--- src/rtl/burst_arbiter_pkg.sv ---
// Shared types and constants for the SDRAM burst arbiter: state encoding,
// owner codes and the default burst geometry.
package burst_arbiter_pkg;

    localparam int BURST_LENGTH     = 9;
    localparam int BURST_ADD_LENGTH = 22;

    // Value burst_length takes out of reset (one full 256-word line).
    localparam int RST_BURST_LENGTH = 256;

    typedef enum logic [3:0] {
        ARB_IDLE  = 4'b0001,
        ARB_ISSUE = 4'b0010,
        ARB_XFER  = 4'b0100,
        ARB_GAP   = 4'b1000
    } arb_state_t;

    localparam logic [1:0] OWN_NONE = 2'b00;
    localparam logic [1:0] OWN_WR   = 2'b01;
    localparam logic [1:0] OWN_RD   = 2'b10;

endpackage

--- src/rtl/rr_pick2.sv ---
// Two-way round-robin selector: port b can force a win on a tie, otherwise
// the port that did not own the last burst wins.
module rr_pick2 (
    input  logic req_a,
    input  logic req_b,
    input  logic prio_b,
    input  logic last_b,
    output logic grant_a,
    output logic grant_b
);

    assign grant_a = req_a & (~req_b | (~prio_b & last_b));
    assign grant_b = req_b & ~grant_a;

endmodule

--- src/rtl/burst_arbiter.sv ---
// Shares one SDRAM burst engine between the capture (write) and display (read)
// address managers, one burst per grant, with a hang watchdog.
module burst_arbiter
    import burst_arbiter_pkg::*;
#(
    parameter int LEN_W  = BURST_LENGTH,
    parameter int ADDR_W = BURST_ADD_LENGTH,
    parameter int TMO_W  = 12
) (
    input  logic              clk,
    input  logic              rst,
    input  logic              wr_req,
    input  logic [LEN_W-1:0]  wr_length,
    input  logic [ADDR_W-1:0] wr_address,
    output logic              wr_ack,
    output logic              wr_holda,
    input  logic              rd_req,
    input  logic [LEN_W-1:0]  rd_length,
    input  logic [ADDR_W-1:0] rd_address,
    input  logic              rd_urgent,
    output logic              rd_ack,
    output logic              rd_holda,
    output logic              burst_req,
    output logic              burst_rw,
    output logic [LEN_W-1:0]  burst_length,
    output logic [ADDR_W-1:0] burst_address,
    input  logic              burst_ack,
    input  logic              burst_holda,
    input  logic              burst_done,
    output logic [1:0]        owner,
    output logic              timeout_err
);

    // Abort on the edge where the counter would reach all-ones.
    localparam logic [TMO_W-1:0] TMO_LAST = {{(TMO_W-1){1'b1}}, 1'b0};

    arb_state_t       state;
    logic             last_rd;
    logic [TMO_W-1:0] tmo_cnt;
    logic             grant_wr, grant_rd;
    logic             in_issue, in_xfer, busy;
    logic             done_hit, tmo_hit, ack_hit;

    rr_pick2 u_pick (
        .req_a   (wr_req),
        .req_b   (rd_req),
        .prio_b  (rd_urgent),
        .last_b  (last_rd),
        .grant_a (grant_wr),
        .grant_b (grant_rd)
    );

    assign in_issue = (state == ARB_ISSUE);
    assign in_xfer  = (state == ARB_XFER);
    assign busy     = in_issue | in_xfer;
    assign done_hit = in_xfer & burst_done;
    assign tmo_hit  = busy & (tmo_cnt == TMO_LAST) & ~done_hit;
    assign ack_hit  = in_issue & burst_ack & ~tmo_hit;

    // Requesters derive read-enable and address from these, so no register stage.
    assign wr_ack   = ack_hit & owner[0];
    assign rd_ack   = ack_hit & owner[1];
    assign wr_holda = in_xfer & burst_holda & owner[0];
    assign rd_holda = in_xfer & burst_holda & owner[1];

    // NOTE: all state here is non-blocking so every register samples the
    // pre-edge values of its peers; there is no memory, so everything is reset.
    always_ff @(posedge clk or posedge rst) begin
        if (rst) begin
            state         <= ARB_IDLE;
            last_rd       <= 1'b1;
            tmo_cnt       <= '0;
            burst_req     <= 1'b0;
            burst_rw      <= 1'b0;
            burst_length  <= LEN_W'(RST_BURST_LENGTH);
            burst_address <= '0;
            owner         <= OWN_NONE;
            timeout_err   <= 1'b0;
        end else begin
            timeout_err <= 1'b0;
            case (state)
                ARB_IDLE: begin
                    tmo_cnt <= '0;
                    if (grant_wr | grant_rd) begin
                        burst_req     <= 1'b1;
                        burst_rw      <= grant_wr;
                        burst_length  <= grant_wr ? wr_length  : rd_length;
                        burst_address <= grant_wr ? wr_address : rd_address;
                        owner         <= grant_wr ? OWN_WR : OWN_RD;
                        state         <= ARB_ISSUE;
                    end
                end
                ARB_ISSUE: begin
                    if (tmo_hit) begin
                        burst_req   <= 1'b0;
                        owner       <= OWN_NONE;
                        timeout_err <= 1'b1;
                        state       <= ARB_IDLE;
                    end else begin
                        tmo_cnt <= tmo_cnt + 1'b1;
                        if (burst_ack) begin
                            burst_req <= 1'b0;
                            last_rd   <= owner[1];
                            state     <= ARB_XFER;
                        end
                    end
                end
                ARB_XFER: begin
                    if (burst_done) begin
                        owner <= OWN_NONE;
                        state <= ARB_GAP;
                    end else if (tmo_hit) begin
                        owner       <= OWN_NONE;
                        timeout_err <= 1'b1;
                        state       <= ARB_IDLE;
                    end else begin
                        tmo_cnt <= tmo_cnt + 1'b1;
                    end
                end
                ARB_GAP: begin
                    tmo_cnt <= '0;
                    state   <= ARB_IDLE;
                end
                default: state <= ARB_IDLE;
            endcase
        end
    end

endmodule
--- config.mk ---
export PLATFORM = sky130hd
export DESIGN_NAME = burst_arbiter
export DESIGN_NICKNAME = d
export VERILOG_FILES = /design/src/rtl/burst_arbiter_pkg.sv /design/src/rtl/rr_pick2.sv /design/src/rtl/burst_arbiter.sv
export SDC_FILE = /design/constraint.sdc
export NUM_CORES = 1
export LEC_CHECK = 0
export CAP_MARGIN = 40
export CELL_PAD_IN_SITES_DETAIL_PLACEMENT = 0
export CELL_PAD_IN_SITES_GLOBAL_PLACEMENT = 1
export CORE_MARGIN = 4
export CORE_UTILIZATION = 34
export DETAILED_ROUTE_END_ITERATION = 6
export GPL_ROUTABILITY_DRIVEN = 0
export GPL_TIMING_DRIVEN = 0
export PLACE_DENSITY = 0.82
export SETUP_SLACK_MARGIN = 0.5
export SYNTH_ARGS = -nofsm -noshare
export SYNTH_HDL_FRONTEND = slang
export SYNTH_SLANG_ARGS = --single-unit
--- constraint.sdc ---
create_clock -name clk -period 3.58 [get_ports clk]
set_clock_uncertainty 0.1 [all_clocks]
set_input_delay 0.895 -clock clk [delete_from_list [all_inputs] [get_ports clk]]
set_output_delay 0.895 -clock clk [all_outputs]
set_load 0.02 [all_outputs]
* Yosys cells after proc, flatten, opt, wreduce, memory -nomap -nowiden *
Cells that the tools add are included.

storage, ports and cells
  register bits after elaboration = 53
  latch bits = 0
  memory bits (writable) = 0
  ROM bits = 0
  bits of input ports = 70
  memories kept = 0

cells by class
  add/sub/neg operators = 1
  multiply operators = 0
  div/mod/pow operators = 0
  order comparisons = 0
  equality and inequality tests = 9
  shift-type cells = 0
  multiplexer cells = 23
  bitwise gates (word level) = 21
  reduce and logical (&&, ||, !) cells = 10

operator list
  cell                     count
  $pmux W12 S3             1
  $mux W12                 2
  $mux W22                 1
  $mux W4                  5
  $and A1 B1 Y1            13
  $add A12 B1 Y12 const B  1
  $eq A12 B12 Y1 const B   1
  $pmux W4 S3              1
  $mux W9                  1
  $reduce_and A3 Y1        3
  $mux W2                  4
  $ne A3 B2 Y1 const B     2
  $pmux W2 S3              1
  $reduce_and A2 Y1        3
  $reduce_bool A3 Y1       2
  $mux W1                  5
  $not A1 Y1               5
  $eq A4 B1 Y1 const B     1
  $eq A4 B2 Y1 const B     1
  $eq A4 B3 Y1 const B     1
  $eq A4 B4 Y1 const B     1
  $ne A2 B2 Y1 const B     2
  $pmux W1 S2              2
  $or A1 B1 Y1             3
  other kinds (2)          2

* Longest topological paths before layout *
Gate-level depths: netlist of the first run.

  word-level depth = 9
  gate-level depth with buffers = 7

* Hierarchy *
Synthesis of the first run repeated with hierarchy kept, for this count alone.

unflattened totals
  cell total of the unflattened synthesis = 269
  area total of the unflattened synthesis = 2710.1 µm²

modules (own cells, without submodules)
  module         times used  cells each  area an instance (µm²)  seq. area each (µm²)
  burst_arbiter  1           265         2680.1                  1330.0
  rr_pick2       1           4           30.0                    0.0

* Worst setup path before layout of the first run *
No wires, ideal clock.

  path type = reg-to-output
  start point = register tmo_cnt[0]
  end point = output port rd_ack
  data arrival time = 1528 ps
  data required time = 2585 ps
  setup slack = 1057 ps
  cell stages (with the launch flop) = 7
  buffers on the path = 0
  cell sequence = dfrtp_1 > inv_1 > ha_1 > nand3_1 > nor4_2 > a21oi_1 > and2_1

on the way
  word-level cells in the longest chain between the ends = 6

RTL lines
  item                         line                  RTL
  start, declared              burst_arbiter.sv:39   logic [TMO_W-1:0] tmo_cnt;
  start signal, assigned       burst_arbiter.sv:100  tmo_cnt <= tmo_cnt + 1'b1;
  start signal, assigned       burst_arbiter.sv:117  tmo_cnt <= tmo_cnt + 1'b1;
  $eq A12 B12 Y1               burst_arbiter.sv:57   assign tmo_hit = busy & (tmo_cnt == TMO_LAST) & ~done_hit;
  $and A1 B1 Y1 (2 in a row)   burst_arbiter.sv:57
  $not A1 Y1 (no source line)  n/a
  $and A1 B1 Y1                burst_arbiter.sv:58   assign ack_hit = in_issue & burst_ack & ~tmo_hit;
  $and A1 B1 Y1                burst_arbiter.sv:62   assign rd_ack = ack_hit & owner[1];
  end, declared                burst_arbiter.sv:21   output logic rd_ack,

Every way passes these cells.

* Worst setup path in the final report of the first run *
  start point = register tmo_cnt[0]
  end point = output port wr_ack

on the way
  word-level cells in the longest chain between the ends = 6

RTL lines
  item                         line                 RTL
  $eq A12 B12 Y1               burst_arbiter.sv:57
  $and A1 B1 Y1 (2 in a row)   burst_arbiter.sv:57
  $not A1 Y1 (no source line)  n/a
  $and A1 B1 Y1                burst_arbiter.sv:58
  $and A1 B1 Y1                burst_arbiter.sv:61  assign wr_ack = ack_hit & owner[0];
  end, declared                burst_arbiter.sv:15  output logic wr_ack,

Every way passes these cells.

==> impl_metrics.sql, run 1 <==
INSERT INTO impl_metrics (metric_group, metric, value, unit) VALUES
('synthesis', 'ys_seq_elements', '53', ''),
('synthesis', 'synth_area_per_cell', '10.03', 'sq um'),
('global_routing', 'globalRouteTotalUtil', '16.57', '%'),
('synthesis', 'postSynthNetCount', '331', ''),
('clocking', 'numClockSinks', '53', ''),
('pwr', 'static-leakage-power', '1.791', 'nW'),
('cells_and_area', 'storage_cell_area', '1330', 'sq um'),
('clocking', 'cts_root_buf', 'clkbuf_8', ''),
('pwr', 'peakVddDrop', '0.2991', 'mV'),
('sta', 'timing.hold.ws', '0.3856', 'ns'),
('floorplan', 'die-area', '9102', 'sq um'),
('floorplan', 'io_pins', '110', ''),
('sta', 'tns', '0', 'ns'),
('worst_setup_path', 'crit_path_end_kind', 'output port', ''),
('worst_setup_path', 'worst-endpoint-arrival', '1.96', 'ns'),
('worst_setup_path', 'critPathLaunchType', 'flip-flop', ''),
('cells_and_area', 'syn2layout_area_growth', '53.56', '%'),
('synthesis', 'asyncSetResetFlopFracSynth', '100.0', '%'),
('sta', 'period_needed', '2.952', 'ns'),
('global_routing', 'antenna_found_initial', '0', ''),
('floorplan', 'die_w', '95.41', 'microns'),
('cells_and_area', 'number_of_antenna_repair_diodes', '0', ''),
('clocking', 'bufs_on_longest_clock_path', '2', ''),
('route', 'routed_wire_length_per_instance', '15.03', 'microns'),
('synthesis', 'netlist_instances', '259', ''),
('synthesis', 'dominantRegCellSynth', 'dfrtp_1', ''),
('cells_and_area', 'finish.instance_area', '3989', 'sq um'),
('sta', 'share_of_the_clock_period_used_by_the_worst_path', '82.45', '%'),
('floorplan', 'core_region_area', '7331', 'sq um'),
('synthesis', 'synth_area_leader_cell', 'dfrtp_1', ''),
('worst_setup_path', 'worstPathRequired', '2.58', 'ns'),
('job', 'cap_viol_max_count', '0', ''),
('cells_and_area', 'nNetsFinal', '451', ''),
('route', 'drt_iter0_drc', '74', ''),
('clocking', 'cts_tree', 'built', ''),
('sta', 'maxSlewHeadroom', '65.54', '%'),
('clocking', 'cts_buffers', '5', ''),
('worst_setup_path', 'crit_path_start', 'tmo_cnt[0]$_DFFE_PP0P_', ''),
('cells_and_area', 'fraction_of_final_layout_cells_sized_beyond_drive_strength_1', '8.158', '%'),
('cells_and_area', 'layout.filler_cells', '669', ''),
('placed_design', 'place_hpwl', '5.558', 'mm'),
('synthesis', 'post_synth_instance_area', '2597', 'sq um'),
('floorplan', 'initial_utilization', '35.43', '%'),
('global_routing', 'largest_net_degree_at_the_start_of_global_routing', '34', ''),
('placed_design', 'dpl_cell_area', '3832', 'sq um'),
('worst_setup_path', 'r2r-start', 'tmo_cnt[0]$_DFFE_PP0P_', ''),
('pwr', 'p_per_area', '676.4', 'nW/um^2'),
('sta', 'worst_slew_pin_slew', '0.5134', 'ns'),
('synthesis', 'synth_cell_type_count', '39', ''),
('global_routing', 'gr-total-overflow', '0', ''),
('clocking', 'ctsHtreeMaxLevel', '2', ''),
('route', 'avg_vias_per_cell', '4.908', ''),
('sta', 'timing.fmax', '338.8', 'MHz'),
('cells_and_area', 'final_core_occ', '54.41', '%'),
('sta', 'maxSlewViolCount', '0', ''),
('worst_hold_path', 'min_delay_path_class', 'flip-flop to flip-flop', ''),
('route', 'dr_total_vias', '2351', ''),
('floorplan', 'row_count', '31', ''),
('worst_setup_path', 'crit_path_max_fanout', '3', ''),
('clocking', 'clock_insertion_delay_worst_skew', '0.30', 'ns'),
('worst_setup_path', 'worstSetupPathType', 'flip-flop to output port', ''),
('global_routing', 'grt_pass1_wl', '11.73', 'mm'),
('pwr', 'power', '2.698', 'mW'),
('floorplan', 'die_y', '95.41', 'microns'),
('placed_design', 'count_of_input_and_output_buffers', '109', ''),
('route', 'route.final.wire_length', '7.198', 'mm'),
('clocking', 'path_clk_slew', '0.10', 'ns'),
('sta', 'final_hold_viol_count', '0', ''),
('route', 'drt_first_pass_iters', '4', ''),
('cells_and_area', 'area_of_the_multi_input_gates', '1232', 'sq um'),
('route', 'remaining_drc_errors', '0', ''),
('worst_hold_path', 'min_delay_startpoint', 'burst_address[12]$_DFFE_PP0P_', ''),
('synthesis', 'synth_largest_type_area_fraction', '48.17', '%'),
('run_status', 'status', 'completed', ''),
('route', 'drtAntennaViolNets', '0', ''),
('synthesis', 'synth_area_leaders', 'dfrtp_1 (48%), mux2i_1 (13%), o21ai_0 (6.4%)', ''),
('sta', 'finalSetupViolations', '0', ''),
('synthesis', 'number_of_enable_flip_flop_cells_after_synthesis', '0', ''),
('sta', 'rsz0062_at_grt', 'false', ''),
('global_routing', 'grt_pass1_vias', '2403', ''),
('synthesis', 'ys.warnings.count', '0', ''),
('synthesis', 'synth-seq-area-share', '51.20', '%');
[synthesized netlist by cell type, drive strengths merged, types with 2 or more instances]
cell type and count:
dfrtp 50, nand3 8, ha 2, nor3 3, dfstp 3, clkbuf 10
mux2i 35, and2 3, or4 7, o21a 3, nor2b 2, inv 5
nor4 3, nor2 6, a21oi 9, o21ai 35, nor4b 3, nand2 43
a21o 2, o31ai 5, nand4 3, and3 2, buf 4
[cell usage in the layout (no fill, tap or decap), drive strengths merged, types with 2 or more instances in the layout]
| cell | n |
|---|---|
| nand2 | 43 |
| buf | 10 |
| nor3 | 3 |
| dfrtp | 50 |
| and3 | 2 |
| clkbuf | 16 |
| or4 | 7 |
| nor2b | 2 |
| inv | 5 |
| o21ai | 35 |
| nand4 | 3 |
| o21a | 3 |
| a21o | 2 |
| and2 | 3 |
| o31ai | 5 |
| clkdlybuf4s50 | 103 |
| a21oi | 9 |
| dfstp | 3 |
| nor4 | 3 |
| nor2 | 6 |
| nor4b | 3 |
| mux2i | 35 |
| nand3 | 8 |
| ha | 2 |
| dlygate4sd2 | 4 |
[final cells by class]
type	count	area share, %
plain buffers	14	1.443
clock buffers	6	1.819
clock inverters	2	0.8783
inverters	5	0.4705
multi-input cells	187	30.90
flip-flops and latches	53	33.34
well taps	99	3.105
repair buffers	113	28.04
[timing repair]
action,CTS,global route
setup endpoints to repair,4,2
resized for setup,16,4
buffers inserted,1,2
hold buffers,0,0
gates cloned,0,0
pin swaps,2,2
[state kept, by name, summed over array words and instances, names as in the netlist]
signal         flops
burst_address     22
tmo_cnt           12
burst_length       9
state              4
owner              2
burst_req          1
burst_rw           1
last_rd            1
timeout_err        1
[power by group]
part	internal (mW)	switching, mW
registers	0.830	0.136
logic	0.603	0.728
clock network	0.208	0.192
[path summary, 6_finish.rpt]
| kind | endpoint | slack [ns] | cells after the start |
|---|---|---|---|
| max in group asynchronous | burst_length[8]$_DFFE_PP1P_ | 1.95 | 3 |
| min in group asynchronous | tmo_cnt[2]$_DFFE_PP0P_ | 0.83 | 2 |
| worst min-delay path | burst_address[12]$_DFFE_PP0P_ | 0.39 | 2 |
| worst max-delay path | wr_ack | 0.63 | 7 |
| worst max register to register | owner[0]$_DFFE_PP0P_ | 1.40 | 8 |
| worst min register to register | burst_address[12]$_DFFE_PP0P_ | 0.39 | 2 |
[routing by layer]
| layer | part of all wire, % | routed length (microns) | vias up | GRT usage (%) |
|---|---|---|---|---|
| li1 | - | - | 1167 | - |
| met1 | 41 | 2971 | 1107 | 18.99 |
| met2 | 50 | 3629 | 72 | 29.80 |
| met3 | 7.6 | 549 | 5 | 5.683 |
| met4 | 0.65 | 47 | 0 | 3.555 |
| met5 | 0 | 0 | - | 0 |
[cells by family after synthesis]
group / synth area share [%]
AO/OA/AOI/OAI: 13.58
XOR/XNOR: 0.6745
adder cells (fa/ha/maj): 0.9632
buffers and inverters: 2.939
flip-flops: 51.20
multiplexers: 13.92
AND/OR/NAND/NOR: 16.71
[through the flow]
stage	setup WS, ns	cells
3_3_place_gp	-0.09268	467
3_5_place_dp	-0.08964	468
4_1_cts	0.5032	477
5_1_grt	0.5352	479
6_report	0.6283	479
2_1_floorplan	1.057	259
[worst max-delay path, cell delays in order (launching register included)]
cell,delay [ns]
dfrtp_1,0.41
inv_1,0.10
ha_2,0.18
nand3_2,0.11
nor4_4,0.43
a21oi_4,0.11
and2_1,0.16
buf_2,0.15
Note: power is estimated with default switching activity, not from simulation.
==> run 2: changes to the inputs <==
--- a/config.mk
+++ b/config.mk
@@ -9,11 +9,11 @@
 export CELL_PAD_IN_SITES_DETAIL_PLACEMENT = 0
 export CELL_PAD_IN_SITES_GLOBAL_PLACEMENT = 1
 export CORE_MARGIN = 4
-export CORE_UTILIZATION = 34
+export CORE_UTILIZATION = 28
 export DETAILED_ROUTE_END_ITERATION = 6
 export GPL_ROUTABILITY_DRIVEN = 0
 export GPL_TIMING_DRIVEN = 0
-export PLACE_DENSITY = 0.82
+export PLACE_DENSITY = 0.72
 export SETUP_SLACK_MARGIN = 0.5
 export SYNTH_ARGS = -nofsm -noshare
 export SYNTH_HDL_FRONTEND = slang
==> constraint.sdc (replaced) <==
create_clock -name clk -period 2.4 [get_ports clk]
set_clock_uncertainty 0.1 [all_clocks]
set_input_delay 0.6 -clock clk [delete_from_list [all_inputs] [get_ports clk]]
set_output_delay 0.6 -clock clk [all_outputs]
set_load 0.02 [all_outputs]
==> run 2 against run 1 <==
  * The run now ends with negative setup slack left
  * Combinational power grew 79%
  * Routed wire length grew 17%
  * Via count grew 7.8%
  * Clock power grew 26%
  * Die area grew 20%
  * Final area grew 12%
  * Critical endpoint is now tmo_cnt[0]$_DFFE_PP0P_
  * Highest routed layer unchanged
==> impl_metrics.sql, run 2 (synthesis results as in run 1) <==
INSERT INTO impl_metrics (metric_group, metric, value, unit) VALUES
('sta', 'period_needed', '2.471', 'ns'),
('run_status', 'violations', 'negative setup slack', ''),
('route', 'route.final.wire_length', '8.410', 'mm'),
('sta', 'final_hold_viol_count', '0', ''),
('cells_and_area', 'registers.top_by_ff_count', 'burst_address', ''),
('worst_setup_path', 'critPathLaunchType', 'flip-flop', ''),
('floorplan', 'die_y', '104.3', 'microns'),
('placed_design', 'place_hpwl', '5.891', 'mm'),
('clocking', 'ctsHtreeMaxLevel', '2', ''),
('global_routing', 'grt_pass1_wl', '13.57', 'mm'),
('worst_setup_path', 'crit_path_max_fanout', '2', ''),
('cells_and_area', 'layout.filler_cells', '845', ''),
('route', 'routed_wire_length_per_instance', '16.11', 'microns'),
('floorplan', 'core_region_area', '8891', 'sq um'),
('worst_hold_path', 'min_delay_path_class', 'flip-flop to flip-flop', ''),
('placed_design', 'place.detailed.instances', '477', ''),
('sta', 'maxSlewViolCount', '0', ''),
('route', 'remaining_drc_errors', '0', ''),
('sta', 'worst_slew_pin_slew', '0.5226', 'ns'),
('global_routing', 'antenna_found_initial', '0', ''),
('global_routing', 'globalRouteTotalUtil', '15.39', '%'),
('cells_and_area', 'fraction_of_final_layout_cells_sized_beyond_drive_strength_1', '25.12', '%'),
('route', 'drt_first_pass_iters', '4', ''),
('clocking', 'numClockSinks', '53', ''),
('cells_and_area', 'largestRegisters', 'burst_address x22, tmo_cnt x12, burst_length x9', ''),
('pwr', 'peakVddDrop', '0.3359', 'mV'),
('cells_and_area', 'final_core_occ', '50.31', '%'),
('sta', 'timing.fmax', '404.7', 'MHz'),
('global_routing', 'gr-total-overflow', '0', ''),
('cells_and_area', 'number_of_antenna_repair_diodes', '0', ''),
('job', 'cap_viol_max_count', '0', ''),
('worst_setup_path', 'worstPathRequired', '2.49', 'ns'),
('global_routing', 'largest_net_degree_at_the_start_of_global_routing', '33', ''),
('clocking', 'path_clk_slew', '0.10', 'ns'),
('worst_setup_path', 'crit_path_end_kind', 'flip-flop', ''),
('cells_and_area', 'final_cell_count_no_fill', '522', ''),
('placed_design', 'dpl_cell_area', '3886', 'sq um'),
('sta', 'tns', '-0.1281', 'ns'),
('sta', 'rsz0062_at_grt', 'true', ''),
('cells_and_area', 'layout.cells.most_common_list', 'clkdlybuf4s50_1 (69), dfrtp_1 (44), nand2_1 (42), mux2i_1 (35), dlygate4sd2_1 (35)', ''),
('worst_hold_path', 'whs_path_depth', '2', ''),
('placed_design', 'placement.setup.worst_slack', '-0.5845', 'ns'),
('clocking', 'cts_tree', 'built', ''),
('floorplan', 'die_w', '104.3', 'microns'),
('placed_design', 'count_of_input_and_output_buffers', '109', ''),
('pwr', 'power', '4.331', 'mW'),
('floorplan', 'die-area', '10880', 'sq um'),
('worst_setup_path', 'worst-endpoint-arrival', '2.56', 'ns'),
('worst_hold_path', 'min_delay_startpoint', 'burst_length[5]$_DFFE_PP0P_', ''),
('sta', 'maxSlewHeadroom', '65.09', '%'),
('pwr', 'static-leakage-power', '2.083', 'nW'),
('cells_and_area', 'final_common_cell', 'clkdlybuf4s50_1', ''),
('cells_and_area', 'finish.instance_area', '4473', 'sq um'),
('global_routing', 'grt_pass1_vias', '2656', ''),
('route', 'drt_iter0_drc', '77', ''),
('sta', 'share_of_the_clock_period_used_by_the_worst_path', '103.0', '%'),
('clocking', 'cts_buffers', '5', ''),
('floorplan', 'initial_utilization', '29.21', '%'),
('clocking', 'bufs_on_longest_clock_path', '2', ''),
('clocking', 'clock_insertion_delay_worst_skew', '0.31', 'ns'),
('cells_and_area', 'syn2layout_area_growth', '72.21', '%'),
('route', 'avg_vias_per_cell', '4.854', ''),
('worst_setup_path', 'regToRegSetupSlack', '-0.07', 'ns'),
('sta', 'finalSetupViolations', '3', ''),
('worst_setup_path', 'worstSetupPathType', 'flip-flop to flip-flop', ''),
('clocking', 'cts_root_buf', 'clkbuf_8', ''),
('floorplan', 'io_pins', '110', ''),
('route', 'dr_total_vias', '2534', ''),
('worst_setup_path', 'timing.rr.end', 'tmo_cnt[0]$_DFFE_PP0P_', ''),
('floorplan', 'row_count', '34', ''),
('sta', 'timing.hold.ws', '0.3828', 'ns'),
('worst_setup_path', 'r2r-start', 'tmo_cnt[0]$_DFFE_PP0P_', ''),
('worst_setup_path', 'timing.reg2reg.worst_path_depth', '19', ''),
('pwr', 'p_per_area', '968.1', 'nW/um^2'),
('route', 'drtAntennaViolNets', '0', ''),
('cells_and_area', 'nNetsFinal', '485', ''),
('clocking', 'holdBufCountCts', '0', ''),
('run_status', 'status', 'finished with violations', ''),
('sta', 'final_critical_path_setup_slack', '-0.07089', 'ns'),
('cells_and_area', 'flip_flop_count_of_the_largest_register_after_layout', '22', ''),
('worst_hold_path', 'whs_endpoint', 'burst_length[5]$_DFFE_PP0P_', '');
## run 2: critical path, stage by stage (launching register included)
cell and delay [ns]:
dfrtp_1 0.39, inv_2 0.06, buf_6 0.11, buf_6 0.10, buf_6 0.10, buf_6 0.11
buf_6 0.11, buf_6 0.11, buf_6 0.10, buf_6 0.11, buf_6 0.11, buf_6 0.11
buf_6 0.10, buf_6 0.10, buf_6 0.10, buf_6 0.10, buf_6 0.10, buf_6 0.10
nand3_2 0.05, a21oi_2 0.06
## run 2: final cells by class
type / count / area, sq um / area share [%]
multi-input cells: 188 / 1371 / 30.66
clock buffers: 5 / 68.82 / 1.538
repair buffers: 146 / 1401 / 31.33
flip-flops and latches: 53 / 1338 / 29.90
well taps: 108 / 135.1 / 3.021
inverters: 5 / 22.52 / 0.5035
clock inverters: 3 / 17.52 / 0.3916
plain buffers: 14 / 118.9 / 2.657
## run 2: how the worst max path moves through the flow
stage                                  end  depth (start not counted)  slack, ns              startpoint
global placement                    rd_ack                          5      -0.61              burst_done
finish              tmo_cnt[0]$_DFFE_PP0P_                         19      -0.07  tmo_cnt[0]$_DFFE_PP0P_
global route                        rd_ack                          8      -0.12  tmo_cnt[0]$_DFFE_PP0P_
floorplan                           rd_ack                          6       0.44  tmo_cnt[0]$_DFFE_PP0P_
CTS                                 rd_ack                          7      -0.11  tmo_cnt[0]$_DFFE_PP0P_
detailed placement                  rd_ack                          5      -0.58              burst_done
## run 2: routing by layer
metal	vias up	global-route usage, %	share of wire, %
met5	-	0	0
met4	0	4.274	2.5
met3	17	5.835	9.0
met2	89	26.57	48
met1	1183	17.77	40
li1	1245	-	-
## run 2: what timing repair did
item / CTS / global route
gates cloned: 2 / 0
endpoints found under the setup margin: 89 / 52
hold endpoints to repair: 0 / 0
pin swaps: 10 / 7
gates resized for setup: 110 / 34
buffers inserted: 27 / 8
## run 2: power by group
group / switching (mW) / internal (mW) / total, mW
clock network: 0.301 / 0.202 / 0.503
registers: 0.210 / 1.24 / 1.45
logic: 1.29 / 1.09 / 2.38
total: 1.80 / 2.53 / 4.33
